## src/rtl/data_collect_sched_pkg.sv

```systemverilog
// -----------------------------------------------------------------------------
// data_collect_sched_pkg
//
// Shared definitions for the data collection sequencer:
//   - sequencer state encodings (DCOL_IDLE .. DCOL_DONE)
//   - RAM word tags (DCOL_TAG_CMD / DCOL_TAG_CMDH / DCOL_TAG_FB)
//   - field widths of the 32-bit buffer word
//   - dcol_pack(): builds the buffer word from a tag and a {ts, chan, data}
//     payload
//
// Buffer word layout: {tag[1:0], ts[9:0], chan[3:0], data[15:0]}
// -----------------------------------------------------------------------------
package data_collect_sched_pkg;

    localparam int DCOL_ADDR_W    = 10;
    localparam int DCOL_DECIM_W   = 8;
    localparam int DCOL_TS_W      = 10;
    localparam int DCOL_CHAN_W    = 4;
    localparam int DCOL_DATA_W    = 16;
    localparam int DCOL_TAG_W     = 2;
    localparam int DCOL_PAYLOAD_W = DCOL_TS_W + DCOL_CHAN_W + DCOL_DATA_W;
    localparam int DCOL_WORD_W    = DCOL_TAG_W + DCOL_PAYLOAD_W;

    // Channel selected after reset, before any arm.
    localparam logic [DCOL_CHAN_W-1:0] DCOL_RESET_CHAN = 4'd1;

    typedef enum logic [1:0] {
        DCOL_IDLE  = 2'd0,
        DCOL_ARMED = 2'd1,
        DCOL_RUN   = 2'd2,
        DCOL_DONE  = 2'd3
    } dcol_state_e;

    typedef enum logic [DCOL_TAG_W-1:0] {
        DCOL_TAG_NONE = 2'b00,
        DCOL_TAG_CMD  = 2'b01,   // command written in the cycle it arrived
        DCOL_TAG_CMDH = 2'b10,   // command written from the hold register
        DCOL_TAG_FB   = 2'b11    // feedback sample
    } dcol_tag_e;

    function automatic logic [DCOL_WORD_W-1:0] dcol_pack(
        input dcol_tag_e                   tag,
        input logic [DCOL_PAYLOAD_W-1:0]   payload
    );
        logic [DCOL_TAG_W-1:0] tag_bits;
        tag_bits = tag;
        return {tag_bits, payload};
    endfunction

endpackage

```

## src/rtl/data_collect_sched_arb.sv

```systemverilog
// -----------------------------------------------------------------------------
// dcol_arb
//
// Two-source fixed-priority write arbiter for the collection RAM, with a
// one-entry command hold register.
//
// Priority per cycle: held command > feedback > new command.
//   - A new command that loses to feedback is parked in the hold register.
//   - A new command arriving while the hold register is occupied is dropped
//     and flagged on o_overrun (the held command keeps its slot).
//   - Feedback is never parked; feedback that loses to the held command is
//     simply lost (the feedback source is slow enough for this to be rare).
//
// The grant is combinational; the caller registers it into the RAM port.
//
// Ports:
//   clk, reset          clock, asynchronous active-high reset
//   i_flush             empty the hold register at the next edge
//   i_cmd_valid         qualified command sample this cycle
//   i_cmd_payload       {ts, chan, data} of the command
//   i_fb_valid          qualified (decimated) feedback sample this cycle
//   i_fb_payload        {ts, chan, data} of the feedback sample
//   o_wr_valid          a word is granted this cycle
//   o_wr_word           tagged 32-bit word to write
//   o_overrun           pulse: a command was dropped this cycle
// -----------------------------------------------------------------------------
module dcol_arb
    import data_collect_sched_pkg::*;
(
    input  logic                      clk,
    input  logic                      reset,
    input  logic                      i_flush,
    input  logic                      i_cmd_valid,
    input  logic [DCOL_PAYLOAD_W-1:0] i_cmd_payload,
    input  logic                      i_fb_valid,
    input  logic [DCOL_PAYLOAD_W-1:0] i_fb_payload,
    output logic                      o_wr_valid,
    output logic [DCOL_WORD_W-1:0]    o_wr_word,
    output logic                      o_overrun
);

    logic                      r_hold_valid;
    logic [DCOL_PAYLOAD_W-1:0] r_hold_payload;
    logic                      w_hold_valid_next;
    logic [DCOL_PAYLOAD_W-1:0] w_hold_payload_next;

    always_comb begin
        o_wr_valid          = 1'b0;
        o_wr_word           = '0;
        o_overrun           = 1'b0;
        w_hold_valid_next   = r_hold_valid;
        w_hold_payload_next = r_hold_payload;

        if (r_hold_valid) begin
            // Held command owns the slot. It is still unserved during this
            // cycle, so a new command has nowhere to go and is dropped.
            o_wr_valid        = 1'b1;
            o_wr_word         = dcol_pack(DCOL_TAG_CMDH, r_hold_payload);
            w_hold_valid_next = 1'b0;
            o_overrun         = i_cmd_valid;
        end else if (i_fb_valid) begin
            o_wr_valid = 1'b1;
            o_wr_word  = dcol_pack(DCOL_TAG_FB, i_fb_payload);
            if (i_cmd_valid) begin
                w_hold_valid_next   = 1'b1;
                w_hold_payload_next = i_cmd_payload;
            end
        end else if (i_cmd_valid) begin
            o_wr_valid = 1'b1;
            o_wr_word  = dcol_pack(DCOL_TAG_CMD, i_cmd_payload);
        end

        if (i_flush) begin
            w_hold_valid_next = 1'b0;
        end
    end

    always_ff @(posedge clk or posedge reset) begin
        if (reset) begin
            r_hold_valid   <= 1'b0;
            r_hold_payload <= '0;
        end else begin
            r_hold_valid   <= w_hold_valid_next;
            r_hold_payload <= w_hold_payload_next;
        end
    end

endmodule

```

## src/rtl/data_collect_sched.sv

```systemverilog
// -----------------------------------------------------------------------------
// data_collect_sched
//
// Sequencer and write arbiter for the 32x1024 data collection RAM. Owns the
// collection FSM (IDLE/ARMED/RUN/DONE), the buffer write address, written
// sample count, timestamp, feedback decimation and the sticky status flags.
// The RAM wrapper only needs buf_wen/buf_waddr/buf_wdata.
//
// Ports:
//   clk, reset                 clock, asynchronous active-high reset
//   ctl_arm / ctl_stop         one-cycle control pulses (stop wins)
//   ctl_chan/count/decim       collection settings, latched on arm
//   cmd_req/chan/data          commanded-current samples from the host
//   fb_req/fb_data             feedback samples for the active channel
//   buf_wen/waddr/wdata        registered RAM write port
//   chan                       active channel (drives the feedback mux)
//   state                      IDLE=0, ARMED=1, RUN=2, DONE=3
//   wrapped                    sticky: the ring address wrapped
//   overrun                    sticky: a command sample was dropped
// -----------------------------------------------------------------------------
module data_collect_sched
    import data_collect_sched_pkg::*;
#(
    parameter int ADDR_W  = DCOL_ADDR_W,
    parameter int DECIM_W = DCOL_DECIM_W
) (
    input  logic                   clk,
    input  logic                   reset,
    input  logic                   ctl_arm,
    input  logic                   ctl_stop,
    input  logic [3:0]             ctl_chan,
    input  logic [ADDR_W-1:0]      ctl_count,
    input  logic [DECIM_W-1:0]     ctl_decim,
    input  logic                   cmd_req,
    input  logic [3:0]             cmd_chan,
    input  logic [15:0]            cmd_data,
    input  logic                   fb_req,
    input  logic [15:0]            fb_data,
    output logic                   buf_wen,
    output logic [ADDR_W-1:0]      buf_waddr,
    output logic [31:0]            buf_wdata,
    output logic [3:0]             chan,
    output logic [1:0]             state,
    output logic                   wrapped,
    output logic                   overrun
);

    localparam logic [ADDR_W-1:0]    L_ADDR_ONE  = ADDR_W'(1);
    localparam logic [DECIM_W-1:0]   L_DECIM_ONE = DECIM_W'(1);
    localparam logic [DCOL_TS_W-1:0] L_TS_ONE    = DCOL_TS_W'(1);

    // ---------------------------------------------------------------- state
    dcol_state_e                r_state;
    dcol_state_e                w_state_next;

    logic [DCOL_CHAN_W-1:0]     r_chan;
    logic [ADDR_W-1:0]          r_count;
    logic [DECIM_W-1:0]         r_decim;
    logic [DECIM_W-1:0]         r_decim_cnt;
    logic [DCOL_TS_W-1:0]       r_ts;
    logic [ADDR_W-1:0]          r_wcount;
    logic [ADDR_W-1:0]          r_addr_next;   // address the next write will use

    logic                       r_buf_wen;
    logic [ADDR_W-1:0]          r_buf_waddr;
    logic [DCOL_WORD_W-1:0]     r_buf_wdata;
    logic                       r_wrapped;
    logic                       r_overrun;

    // ---------------------------------------------------------------- decode
    logic w_armed;
    logic w_run;
    logic w_arm_take;
    logic w_cmd_match;
    logic w_trigger;
    logic w_cmd_valid;
    logic w_fb_seen;
    logic w_fb_take;
    logic w_write;
    logic w_limit_hit;
    logic w_flush;

    logic                      w_arb_valid;
    logic [DCOL_WORD_W-1:0]    w_arb_word;
    logic                      w_arb_overrun;
    logic [DCOL_PAYLOAD_W-1:0] w_cmd_payload;
    logic [DCOL_PAYLOAD_W-1:0] w_fb_payload;

    assign w_armed     = (r_state == DCOL_ARMED);
    assign w_run       = (r_state == DCOL_RUN);
    assign w_arm_take  = ctl_arm && !ctl_stop &&
                         ((r_state == DCOL_IDLE) || (r_state == DCOL_DONE));
    assign w_cmd_match = cmd_req && (cmd_chan == r_chan);

    // The first matching command while ARMED is the trigger; it goes through
    // the arbiter like any other command (hold is always empty here).
    assign w_trigger   = w_armed && w_cmd_match && !ctl_stop;
    assign w_cmd_valid = (w_armed || w_run) && w_cmd_match && !ctl_stop;

    // Decimation counter sees every feedback strobe in RUN; only strobes that
    // find it at zero are offered to the arbiter.
    assign w_fb_seen   = w_run && fb_req && !ctl_stop;
    assign w_fb_take   = w_fb_seen && (r_decim_cnt == '0);

    assign w_cmd_payload = {r_ts, r_chan, cmd_data};
    assign w_fb_payload  = {r_ts, r_chan, fb_data};

    // A held command granted in the stop cycle is not written.
    assign w_write     = w_arb_valid && !ctl_stop;
    assign w_limit_hit = w_write && (r_count != '0) &&
                         ((r_wcount + L_ADDR_ONE) == r_count);

    // Anything still parked is meaningless once collection ends.
    assign w_flush     = ctl_stop || w_limit_hit;

    dcol_arb u_arb (
        .clk           (clk),
        .reset         (reset),
        .i_flush       (w_flush),
        .i_cmd_valid   (w_cmd_valid),
        .i_cmd_payload (w_cmd_payload),
        .i_fb_valid    (w_fb_take),
        .i_fb_payload  (w_fb_payload),
        .o_wr_valid    (w_arb_valid),
        .o_wr_word     (w_arb_word),
        .o_overrun     (w_arb_overrun)
    );

    // ---------------------------------------------------------------- FSM
    always_comb begin
        w_state_next = r_state;
        case (r_state)
            DCOL_IDLE,
            DCOL_DONE: begin
                if (ctl_arm) begin
                    w_state_next = DCOL_ARMED;
                end
            end
            DCOL_ARMED: begin
                // A limit of 1 is satisfied by the trigger write itself.
                if (w_trigger) begin
                    w_state_next = w_limit_hit ? DCOL_DONE : DCOL_RUN;
                end
            end
            DCOL_RUN: begin
                if (w_limit_hit) begin
                    w_state_next = DCOL_DONE;
                end
            end
            default: begin
                w_state_next = DCOL_IDLE;
            end
        endcase

        if (ctl_stop) begin
            w_state_next = DCOL_IDLE;
        end
    end

    always_ff @(posedge clk or posedge reset) begin
        if (reset) begin
            r_state <= DCOL_IDLE;
        end else begin
            r_state <= w_state_next;
        end
    end

    // ---------------------------------------------------------------- datapath
    always_ff @(posedge clk or posedge reset) begin
        if (reset) begin
            r_chan      <= DCOL_RESET_CHAN;
            r_count     <= '0;
            r_decim     <= '0;
            r_decim_cnt <= '0;
            r_ts        <= '0;
            r_wcount    <= '0;
            r_addr_next <= '0;
            r_buf_wen   <= 1'b0;
            r_buf_waddr <= '0;
            r_buf_wdata <= '0;
            r_wrapped   <= 1'b0;
            r_overrun   <= 1'b0;
        end else begin
            r_buf_wen <= w_write;

            if (w_write) begin
                r_buf_waddr <= r_addr_next;
                r_buf_wdata <= w_arb_word;
                r_addr_next <= r_addr_next + L_ADDR_ONE;
                r_wcount    <= r_wcount + L_ADDR_ONE;
                if (r_addr_next == '1) begin
                    r_wrapped <= 1'b1;
                end
            end

            if (w_arb_overrun) begin
                r_overrun <= 1'b1;
            end

            if (w_run) begin
                r_ts <= r_ts + L_TS_ONE;
            end

            if (w_fb_seen) begin
                r_decim_cnt <= (r_decim_cnt == '0) ? r_decim
                                                   : (r_decim_cnt - L_DECIM_ONE);
            end

            // Timestamp restarts at the trigger (it is already zero from arm,
            // but this keeps the intent explicit if ARMED ever counts).
            if (w_trigger) begin
                r_ts <= '0;
            end

            // Arm only happens in IDLE/DONE, where no write can be in flight,
            // so it never collides with the write updates above.
            if (w_arm_take) begin
                r_chan      <= ctl_chan;
                r_count     <= ctl_count;
                r_decim     <= ctl_decim;
                r_decim_cnt <= '0;
                r_ts        <= '0;
                r_wcount    <= '0;
                r_addr_next <= '0;
                r_buf_waddr <= '0;
                r_wrapped   <= 1'b0;
                r_overrun   <= 1'b0;
            end
        end
    end

    // ---------------------------------------------------------------- outputs
    assign buf_wen   = r_buf_wen;
    assign buf_waddr = r_buf_waddr;
    assign buf_wdata = r_buf_wdata;
    assign chan      = r_chan;
    assign state     = r_state;
    assign wrapped   = r_wrapped;
    assign overrun   = r_overrun;

endmodule

```

## config.mk

```make
export PLATFORM = sky130hd
export DESIGN_NAME = data_collect_sched
export DESIGN_NICKNAME = d
export VERILOG_FILES = /design/src/rtl/data_collect_sched_pkg.sv /design/src/rtl/data_collect_sched_arb.sv /design/src/rtl/data_collect_sched.sv
export SDC_FILE = /design/constraint.sdc
export NUM_CORES = 1
export LEC_CHECK = 0
export BUFFER_PORTS_ARGS = -buffer_cell sky130_fd_sc_hd__buf_2
export CELL_PAD_IN_SITES_DETAIL_PLACEMENT = 0
export CELL_PAD_IN_SITES_GLOBAL_PLACEMENT = 1
export CORE_ASPECT_RATIO = 0.8
export CORE_MARGIN = 5
export CORE_UTILIZATION = 35
export DETAILED_ROUTE_END_ITERATION = 12
export PLACE_DENSITY_LB_ADDON = 0.1
export SLEW_MARGIN = 20
export SYNTH_ARGS = -nofsm -noshare
export SYNTH_HDL_FRONTEND = slang
export SYNTH_SLANG_ARGS = --single-unit
```

## constraint.sdc

```tcl
create_clock -name clk -period 7.5 [get_ports clk]
set_input_delay 1.5 -clock clk [delete_from_list [all_inputs] [get_ports clk]]
set_output_delay 1.5 -clock clk [all_outputs]
set_load 0.01 [all_outputs]
```

======== Word-level counts from Yosys, hierarchy flattened ========
Cells that the tools add are included.
W data, S select, Z words.
storage, ports and cells
  word-level logic and storage cells ...... 91
  register bits after elaboration ......... 138
  input port bits ......................... 64
cells by class
  bitwise gates (word level) .............. 1
  $add $sub $neg .......................... 4
  eq/ne operators ......................... 9
  multiplexer cells ....................... 33
  reductions and logical operators ........ 29
operators by type and width
  operator                 count
  $mux W10                 9
  $mux W32                 2
  $mux W31                 1
  $add A10 B1 Y10 const B  3
  $mux W8                  3
  $logic_and A1 B1 Y1      13
  $mux W1                  13
  $eq A10 B10 Y1           1
  $eq A10 B10 Y1 const B   1
  $reduce_bool A10 Y1      1
  $logic_not A8 Y1         1
  $mux W2                  4
  $reduce_bool A2 Y1       4
  $sub A8 B1 Y8 const B    1
  $ne A3 B2 Y1 const B     2
  $pmux W2 S3              1
  $reduce_and A3 Y1        2
  $eq A2 B2 Y1 const B     2
  $eq A4 B4 Y1             1
  $logic_or A1 B1 Y1       3
  $ne A3 B3 Y1 const B     1
  $reduce_bool A3 Y1       1
  $eq A2 B1 Y1 const B     1
  $logic_not A2 Y1         1
  other kinds (4)          4

======== Logic depth before layout (Yosys ltp) ========
Gate-level depths: netlist of the first run.
  depth in word-level cells ............... 14
  depth in mapped cells ................... 12
  mapped depth without buffers ............ 9

======== By module ========
A second synthesis of the first run with hierarchy kept.
unflattened totals
  cells, all modules ...................... 732
  area total of the unflattened synthesis .. 7,085.5 sq um
by module, submodules not included
  module              area each (sq um)  times used  sequential area each (sq um)  cells each
  data_collect_sched  4,983.5            1           2,678.8                       522
  dcol_arb            2,102.0            1           775.7                         210

======== Least setup slack after synthesis of the first run ========
No wires, ideal clock.
  path type ............................... input port to flip-flop
  start ................................... input port cmd_chan[3]
  end ..................................... register u_arb.r_hold_payload[10]
  stages on the path ...................... 6
  library setup time ...................... 0.125 ns
  data arrival time ....................... 2.961 ns
  path slack .............................. 4.414 ns
  path through ............................ xnor2_1 nand3_1 or2_2 nor3_1 buf_2 mux2_2
on the way
  longest elaborated chain between the ends .. 5
ends and longest elaborated chain
  element                             RTL line                      RTL
  from (decl)                         data_collect_sched.sv:35      input logic [3:0] cmd_chan,
  $eq A4 B4 Y1                        data_collect_sched.sv:93      assign w_cmd_match = cmd_req && (cmd_chan == r_chan);
  $logic_and A1 B1 Y1                 data_collect_sched.sv:93
  $logic_and A1 B1 Y1 (2 in a row)    data_collect_sched.sv:98      assign w_cmd_valid = (w_armed || w_run) && w_cmd_match && !ctl_stop;
  $reduce_and A3 Y1 (no source line)  n/a
  to (signal assigned)                data_collect_sched_arb.sv:84  r_hold_payload <= w_hold_payload_next;
  to (decl)                           data_collect_sched_arb.sv:43  logic [DCOL_PAYLOAD_W-1:0] r_hold_payload;
Every way passes these cells.
A chain may end at the register's enable or synchronous reset.

======== Final worst setup path of the first run ========
  start ................................... input port ctl_stop
  end ..................................... register r_addr_next[7]
on the way
  longest elaborated chain between the ends .. 7
ends and longest elaborated chain
  element                                         RTL line                                                 RTL
  from (decl)                                     data_collect_sched.sv:30                                 input logic ctl_stop,
  $logic_not A1 Y1 (*)                            n/a
  $logic_and A1 B1 Y1 (on tied branches)          data_collect_sched.sv:98, data_collect_sched.sv:102
  $mux W1 or $logic_and A1 B1 Y1 (tied branches)  data_collect_sched_arb.sv:68, data_collect_sched.sv:103
  $mux W1                                         data_collect_sched_arb.sv:61                             end else if (i_fb_valid) begin
  $mux W1                                         data_collect_sched_arb.sv:54                             if (r_hold_valid) begin
  $logic_and A1 B1 Y1                             data_collect_sched.sv:109                                assign w_write = w_arb_valid && !ctl_stop;
  $reduce_bool A2 Y1 (no source line)             n/a
  to (signal assigned)                            data_collect_sched.sv:189                                r_addr_next <= r_addr_next + L_ADDR_ONE;
  to (decl)                                       data_collect_sched.sv:62                                 logic [ADDR_W-1:0] r_addr_next;
Mark *: on every way between the ends. The rest lies on a longest branch, timed or not.

==> results of run 1 <==
## metrics by stage
| step | total power, µW | setup slack (ns) |
|---|---|---|
| after CTS | 2700 | 3.82 |
| final | 2670 | 3.83 |
| after global routing | 2820 | 3.62 |
| after global placement | 1710 | 3.50 |
| after floorplan | 1490 | 2.31 |
| after detailed placement | 1720 | 3.40 |
## registers in the layout (all words and copies together), names as in the netlist
register,cells
buf_waddr,10
chan,4
r_addr_next,10
buf_wdata,32
u_arb.r_hold_payload,30
r_ts,10
state,2
overrun,1
r_decim_cnt,8
buf_wen,1
r_wcount,10
u_arb.r_hold_valid,1
wrapped,1
r_count,10
r_decim,8
## worst max-delay path: cells and delay by family
kind / cells / cell delay, ns
buffers and inverters: 2 / 0.78
AND/OR/NAND/NOR: 4 / 1.33
AO/OA/AOI/OAI: 2 / 0.37
## area by class of cell
type,instances,area (µm²)
Fill cell,1790,10300
Sequential cell,138,3460
Multi-Input combinational cell,412,2810
Timing Repair Buffer,119,608
Clock buffer,21,470
Tap cell,230,288
Clock inverter,11,214
Inverter,9,38.8
Antenna cell,2,5.00
## path summary, 6_finish.rpt
check                                 end  slack, ns  cells past startpoint
setup / recovery           r_addr_next[7]       3.83                      8
hold / removal              buf_wdata[30]       0.48                      1
setup reg to reg           r_addr_next[7]       4.10                      9
hold reg to reg             buf_wdata[30]       0.48                      1
max in group asynchronous    buf_waddr[1]       4.98                      3
min in group asynchronous   buf_wdata[28]       1.15                      2
## layout by cell type, fill, tap and decap left out, drive strengths merged, types with 3 or more instances in the layout
master / count
dfrtp: 137
buf: 119
nand2: 64
mux2: 54
nor2: 47
o21ai: 38
a21oi: 27
xnor2: 25
clkbuf: 21
and3: 19
a221oi: 17
xor2: 15
a221o: 15
nand3: 14
nand4: 10
inv: 10
nor3: 9
ha: 6
bufinv: 6
nor4: 6
a31oi: 4
or3: 3
a211oi: 3
## power groups by stage
stage	Sequential (µW)	Combinational [µW]	Clock, µW
after detailed placement	1040	676	0
after CTS	1030	679	988
after floorplan	1030	458	0
after global placement	1040	671	0
after global routing	1050	747	1020
final	1030	668	969
## routing by layer
layer  up-vias  GRT usage, %  wire [µm]
li1       2357             -          -
met1      2385          21.6       8070
met3        17          4.56        833
met5         -             0         20
met4         2          5.12        216
met2        89          23.5       7180
## cells by family after synthesis
logic type	synth area share [%]
AOI/OAI and AO/OA	12.8
xor gates and xnor gates	5.40
adders and majority gates	1.16
buffers and inverters	3.60
DFF	53.2
muxes	9.67
and+or+nand+nor	14.2
==> flow_metrics.py, run 1 <==
metrics = {
    "route": {
        "viasPerCell": 5.15,
        "vias": 4850,
        "wl_per_cell_um": 17.3,
        "ant_nets": 0,
        "wirelength_um": 16300,
        "firstDrtPassIters": 4,
        "dr.first_iter.drc_count": 320,
        "drcViolationCount": 0,
    },
    "die": {
        "fp.dieH_um": 132,
        "num_io_pins": 115,
        "num_rows": 44,
        "die_w_um": 162,
        "start_util_pct": 35.7,
        "die_area_um2": 21400,
        "coreArea_um2": 18200,
    },
    "timing": {
        "layout_min_cycle_time_ns": 3.67,
        "setup_viol": 0,
        "hold_viol_final": 0,
        "drv_slew": 0,
        "setup_tns_ns": 0,
        "max_freq_ghz": 0.273,
        "relSlewSlack_pct": 23.9,
        "post-route-period-util_pct": 48.9,
        "whs_ns": 0.477,
        "rsz0062_at_grt": "no",
        "skew_ns": 0.00924,
        "tightest_slew_ns": 1.14,
    },
    "worst_hold_path": {
        "min_from": "buf_wdata[30]",
        "hp-class": "flip-flop to flip-flop",
    },
    "clock_network": {
        "clock-sinks": 138,
        "cts_max_level": 4,
        "postCtsHoldBufs": 0,
        "clockBufferDepth": 2,
        "cts_tree": "built",
        "path_clk_slew_ns": 0.06,
        "insertion_delay_ns": 0.42,
        "postCtsSetupBuffers": 0,
        "cts_resized": 0,
        "numCtsBuffers": 17,
        "cts_root_buffer": "clkbuf_16",
    },
    "setup_path": {
        "worst_path_max_delay_cell": "inv_2",
        "cpPeakStageDelay_ns": 0.63,
        "worst_r2r_startpoint": "state[0]",
        "critPathKind": "primary input to flip-flop",
        "cp_max_fo": 51,
        "cp.required_ns": 7.84,
        "startpoint": "ctl_stop",
        "worstPathCellList": "buf_2 > and3b_1 > nand3_1 > o221a_2 > inv_2 > nand4_1 > or3_1 > a21oi_1",
        "end_kind": "flip-flop",
        "arrival_ns": 4.01,
        "start_kind": "primary input",
    },
    "pwr": {
        "ir_drop_uv": 140,
        "switchingPower_uw": 821,
        "p_sw_share_pct": 30.8,
        "p_per_area_nw_per_um2": 338,
        "internal_power_uw": 1850,
        "pwr-share-seq_pct": 38.6,
        "comb_power_share_pct": 25.0,
        "leakagePower_uw": 0.00370,
        "p_clk_share_pct": 36.4,
    },
    "placed_design": {
        "gp_congestion": 0.797,
        "dp_hpwl_um": 11000,
        "dp.cells": 908,
        "io_buffers": 114,
        "dpl_cell_area_um2": 7200,
    },
    "finish": {
        "design_area_um2": 7890,
        "syn2layout_area_growth_pct": 21.5,
        "final_core_utilization_pct": 43.4,
        "num-nets-final": 767,
        "instances_no_fill": 942,
        "drive_gt1_share_pct": 31.5,
    },
    "yosys": {
        "ys_ff_latch": 138,
        "synth_cell_type_count": 65,
        "ys_seq_area_share_pct": 53.2,
        "ys_top_cells_by_area": "dfrtp_1 53%, mux2_2 9.4%, nand2_1 3.6%",
        "yosys.cell_count.top_type": "dfrtp_1",
        "synth_edf_count": 0,
        "synthCells": 597,
        "synthTopCellsByCount": "137 x dfrtp_1, 63 x nand2_1, 54 x mux2_2",
        "synth_top_cell_by_area": "dfrtp_1",
        "yosysWarningCount": 0,
        "synth_flop_cell": "dfrtp_1",
        "netlist_area_um2": 6490,
        "syn-num-nets": 667,
        "synthArstFlopShare_pct": 100,
        "netlist.area_leader.share_pct": 52.8,
        "syn_avg_cell_area_um2": 10.9,
    },
    "run": {
        "maxCapViolCount": 0,
    },
    "grt": {
        "grt_usage_pct": 15.6,
        "grt_pass1_vias": 5077,
        "grt_max_degree": 72,
        "overflow": 0,
        "antenna_found_initial": 1,
        "grt_pass1_wl_um": 26800,
    },
    "run_status": {
        "outcome": "finished, final reports clean",
    },
}
(Power assumes the default switching activity.)
==> run 2: changes to the inputs <==
--- a/config.mk
+++ b/config.mk
@@ -5,6 +5,7 @@
 export SDC_FILE = /design/constraint.sdc
 export NUM_CORES = 1
 export LEC_CHECK = 0
+export ABC_AREA = 1
 export BUFFER_PORTS_ARGS = -buffer_cell sky130_fd_sc_hd__buf_2
 export CELL_PAD_IN_SITES_DETAIL_PLACEMENT = 0
 export CELL_PAD_IN_SITES_GLOBAL_PLACEMENT = 1
==> constraint.sdc (replaced) <==
create_clock -name clk -period 3.1 [get_ports clk]
set_input_delay 0.62 -clock clk [delete_from_list [all_inputs] [get_ports clk]]
set_output_delay 0.62 -clock clk [all_outputs]
set_load 0.01 [all_outputs]
==> run 2 against run 1 <==
Net effect:
- utilization fell by 0.26 points
- flip-flop and latch count did not move
- die area rose by 2.2%
- clock skew rose by 0.00057 ns
- clock power rose by 120%
- routed wire length rose by 14%
- via count rose by 19%
- critical path depth did not move
- worst setup slack got worse by 3.3 ns
- sequential share of layout area fell by 1.3 points
- critical path type is now flip-flop to flip-flop
- critical endpoint is now buf_wdata[6]
- largest cell class unchanged
==> flow_metrics.py, run 2 <==
metrics = {
    "grt": {
        "overflow": 0,
        "grt_max_degree": 47,
        "antenna_found_initial": 0,
        "grt_usage_pct": 17.5,
        "grt_pass1_wl_um": 30300,
        "grt_pass1_vias": 5803,
    },
    "finish": {
        "drive_gt1_share_pct": 19.4,
        "num-nets-final": 999,
        "final_cell_mix": "230 x nand2_1, 137 x dfrtp_1, 114 x buf_2, 97 x inv_1, 68 x o21ai_0",
        "final_common_cell": "nand2_1",
        "n_fill_cell": 1910,
        "largest_reg_flops": 32,
        "design_area_um2": 8120,
        "syn2layout_area_growth_pct": 22.2,
        "n_antenna_cell": 0,
        "final_core_utilization_pct": 43.2,
    },
    "yosys": {
        "synthCells": 815,
        "synth_flop_cell": "dfrtp_1",
        "syn_avg_cell_area_um2": 8.16,
        "netlist_area_um2": 6650,
        "synth_edf_count": 0,
        "ys_top_cells_by_area": "dfrtp_1 52%, nand2_1 13%, inv_1 5.5%",
        "ys_ff_latch": 138,
        "ys_seq_area_share_pct": 52.0,
        "synth_cell_type_count": 42,
        "yosysWarningCount": 0,
        "synth_top_cell_by_area": "dfrtp_1",
        "yosys.cell_count.top_type": "nand2_1",
        "syn-num-nets": 885,
        "synthTopCellsByCount": "230 x nand2_1, 137 x dfrtp_1, 98 x inv_1",
        "netlist.area_leader.share_pct": 51.6,
        "synthArstFlopShare_pct": 100,
    },
    "timing": {
        "post-route-period-util_pct": 84.0,
        "drv_slew": 0,
        "layout_min_cycle_time_ns": 2.60,
        "finalWorstSetupSlack_ns": 0.496,
        "rsz0062_at_grt": "no",
        "setup_viol": 0,
        "relSlewSlack_pct": 40.1,
        "tightest_slew_ns": 0.897,
        "hold_viol_final": 0,
        "setup_tns_ns": 0,
        "skew_ns": 0.00981,
        "max_freq_ghz": 0.384,
    },
    "die": {
        "start_util_pct": 35.3,
        "die_w_um": 164,
        "num_rows": 45,
        "die_area_um2": 21900,
        "fp.dieH_um": 133,
        "num_io_pins": 115,
        "coreArea_um2": 18800,
    },
    "route": {
        "ant_nets": 0,
        "dr.first_iter.drc_count": 366,
        "wirelength_um": 18500,
        "viasPerCell": 4.82,
        "wl_per_cell_um": 15.5,
        "firstDrtPassIters": 5,
        "vias": 5782,
        "drcViolationCount": 0,
    },
    "setup_path": {
        "r2r_end": "buf_wdata[6]",
        "reg2reg_depth": 8,
        "cp_max_fo": 46,
        "endpoint": "buf_wdata[6]",
        "startpoint": "state[0]",
        "rrSetupSlack_ns": 0.50,
        "cp.required_ns": 3.42,
        "end_kind": "flip-flop",
        "worst_r2r_startpoint": "state[0]",
        "arrival_ns": 2.92,
        "start_kind": "flip-flop",
        "critPathKind": "flip-flop to flip-flop",
    },
    "clock_network": {
        "clock-sinks": 138,
        "insertion_delay_ns": 0.43,
        "cts_max_level": 4,
        "numCtsBuffers": 17,
        "path_clk_slew_ns": 0.07,
        "postCtsSetupBuffers": 0,
        "postCtsHoldBufs": 0,
        "cts_resized": 0,
        "cts_root_buffer": "clkbuf_16",
        "clockBufferDepth": 2,
        "cts_tree": "built",
    },
    "placed_design": {
        "pre_cts_ws_ns": 0.474,
        "dpl_cell_area_um2": 7510,
        "io_buffers": 114,
        "dp_hpwl_um": 13200,
        "gp_congestion": 0.803,
    },
    "pwr": {
        "leakagePower_uw": 0.00405,
        "p_per_area_nw_per_um2": 775,
        "ir_drop_uv": 380,
    },
    "run": {
        "maxCapViolCount": 0,
    },
    "run_status": {
        "outcome": "finished, final reports clean",
    },
    "worst_hold_path": {
        "hp-class": "primary input to async pin",
    },
}
==> run 2: cell count changes in the layout (fill, tap and decap cells not counted), sizes merged, moves of 8 or more <==
cell    delta
nand2    +169
inv       +98
mux2      -54
o21ai     +51
nand3     +49
xnor2     -24
o211ai    +23
and3      -18
a221oi    -17
o22ai     +16
a221o     -15
a21oi     -12
xor2      -11
buf        +8
==> run 2: cells by family (layout without fill, tap and decap cells) <==
group                    after synthesis  after routing  share of synthesized area (%)
buffers and inverters                139            266                           8.51
flip-flops                           138            138                           52.0
XOR/XNOR                               5              5                          0.659
AND/OR/NAND/NOR                      367            367                           23.8
adder cells (fa/ha/maj)                6              6                           1.13
AO/OA/AOI/OAI                        160            160                           13.9
==> run 2: stage by stage <==
stage               cells  hold WS (ns)  power [µW]
global route         1200         0.395        6710
detailed placement   1168         0.462        4230
finish               1200         0.377        6300
floorplan             815         0.437        3580
global placement     1168         0.454        4190
CTS                  1200         0.386        6370
==> run 2: how the worst min path moves through the flow <==
stage                              from       endpoint  cells past startpoint
after floorplan              r_decim[2]     r_decim[2]                      2
after global placement    buf_wdata[30]  buf_wdata[30]                      2
after detailed placement  buf_wdata[30]  buf_wdata[30]                      2
after CTS                  ctl_decim[2]     r_decim[2]                      3
after global routing       ctl_decim[5]     r_decim[5]                      3
final                             reset  buf_wdata[12]                      2
==> run 2: final cells by class <==
cell class                      count  area, µm²  area share, %
Sequential cell                   138       3450           42.5
Clock buffer                       19        443           5.45
Multi-Input combinational cell    538       2630           32.4
Tap cell                          258        323           3.98
Inverter                          107        408           5.02
Timing Repair Buffer              127        693           8.54
Clock inverter                     13        165           2.03
==> run 2: where the power goes <==
group	switching, µW	leakage [µW]	total (µW)	internal [µW]
Combinational	1210	0.00193	1810	606
Sequential	231	0.00182	2370	2140
Clock	825	0.000298	2120	1290
==> run 2: metal layers <==
layer	vias to the layer above	GRT usage, %	wire, µm
met5	-	0	0
met4	0	4.05	153
met3	10	4.21	992
met2	136	27.2	8450
met1	2745	24.7	8950
li1	2891	-	-
==> run 2: critical path, stage by stage (launching register included) <==
cell and delay [ns]:
dfrtp_1 0.43, inv_1 0.07, ha_1 0.33, nor2_1 0.22, nand4_1 0.22, nand2_2 0.32
inv_2 0.23, buf_4 0.34, o31ai_1 0.32
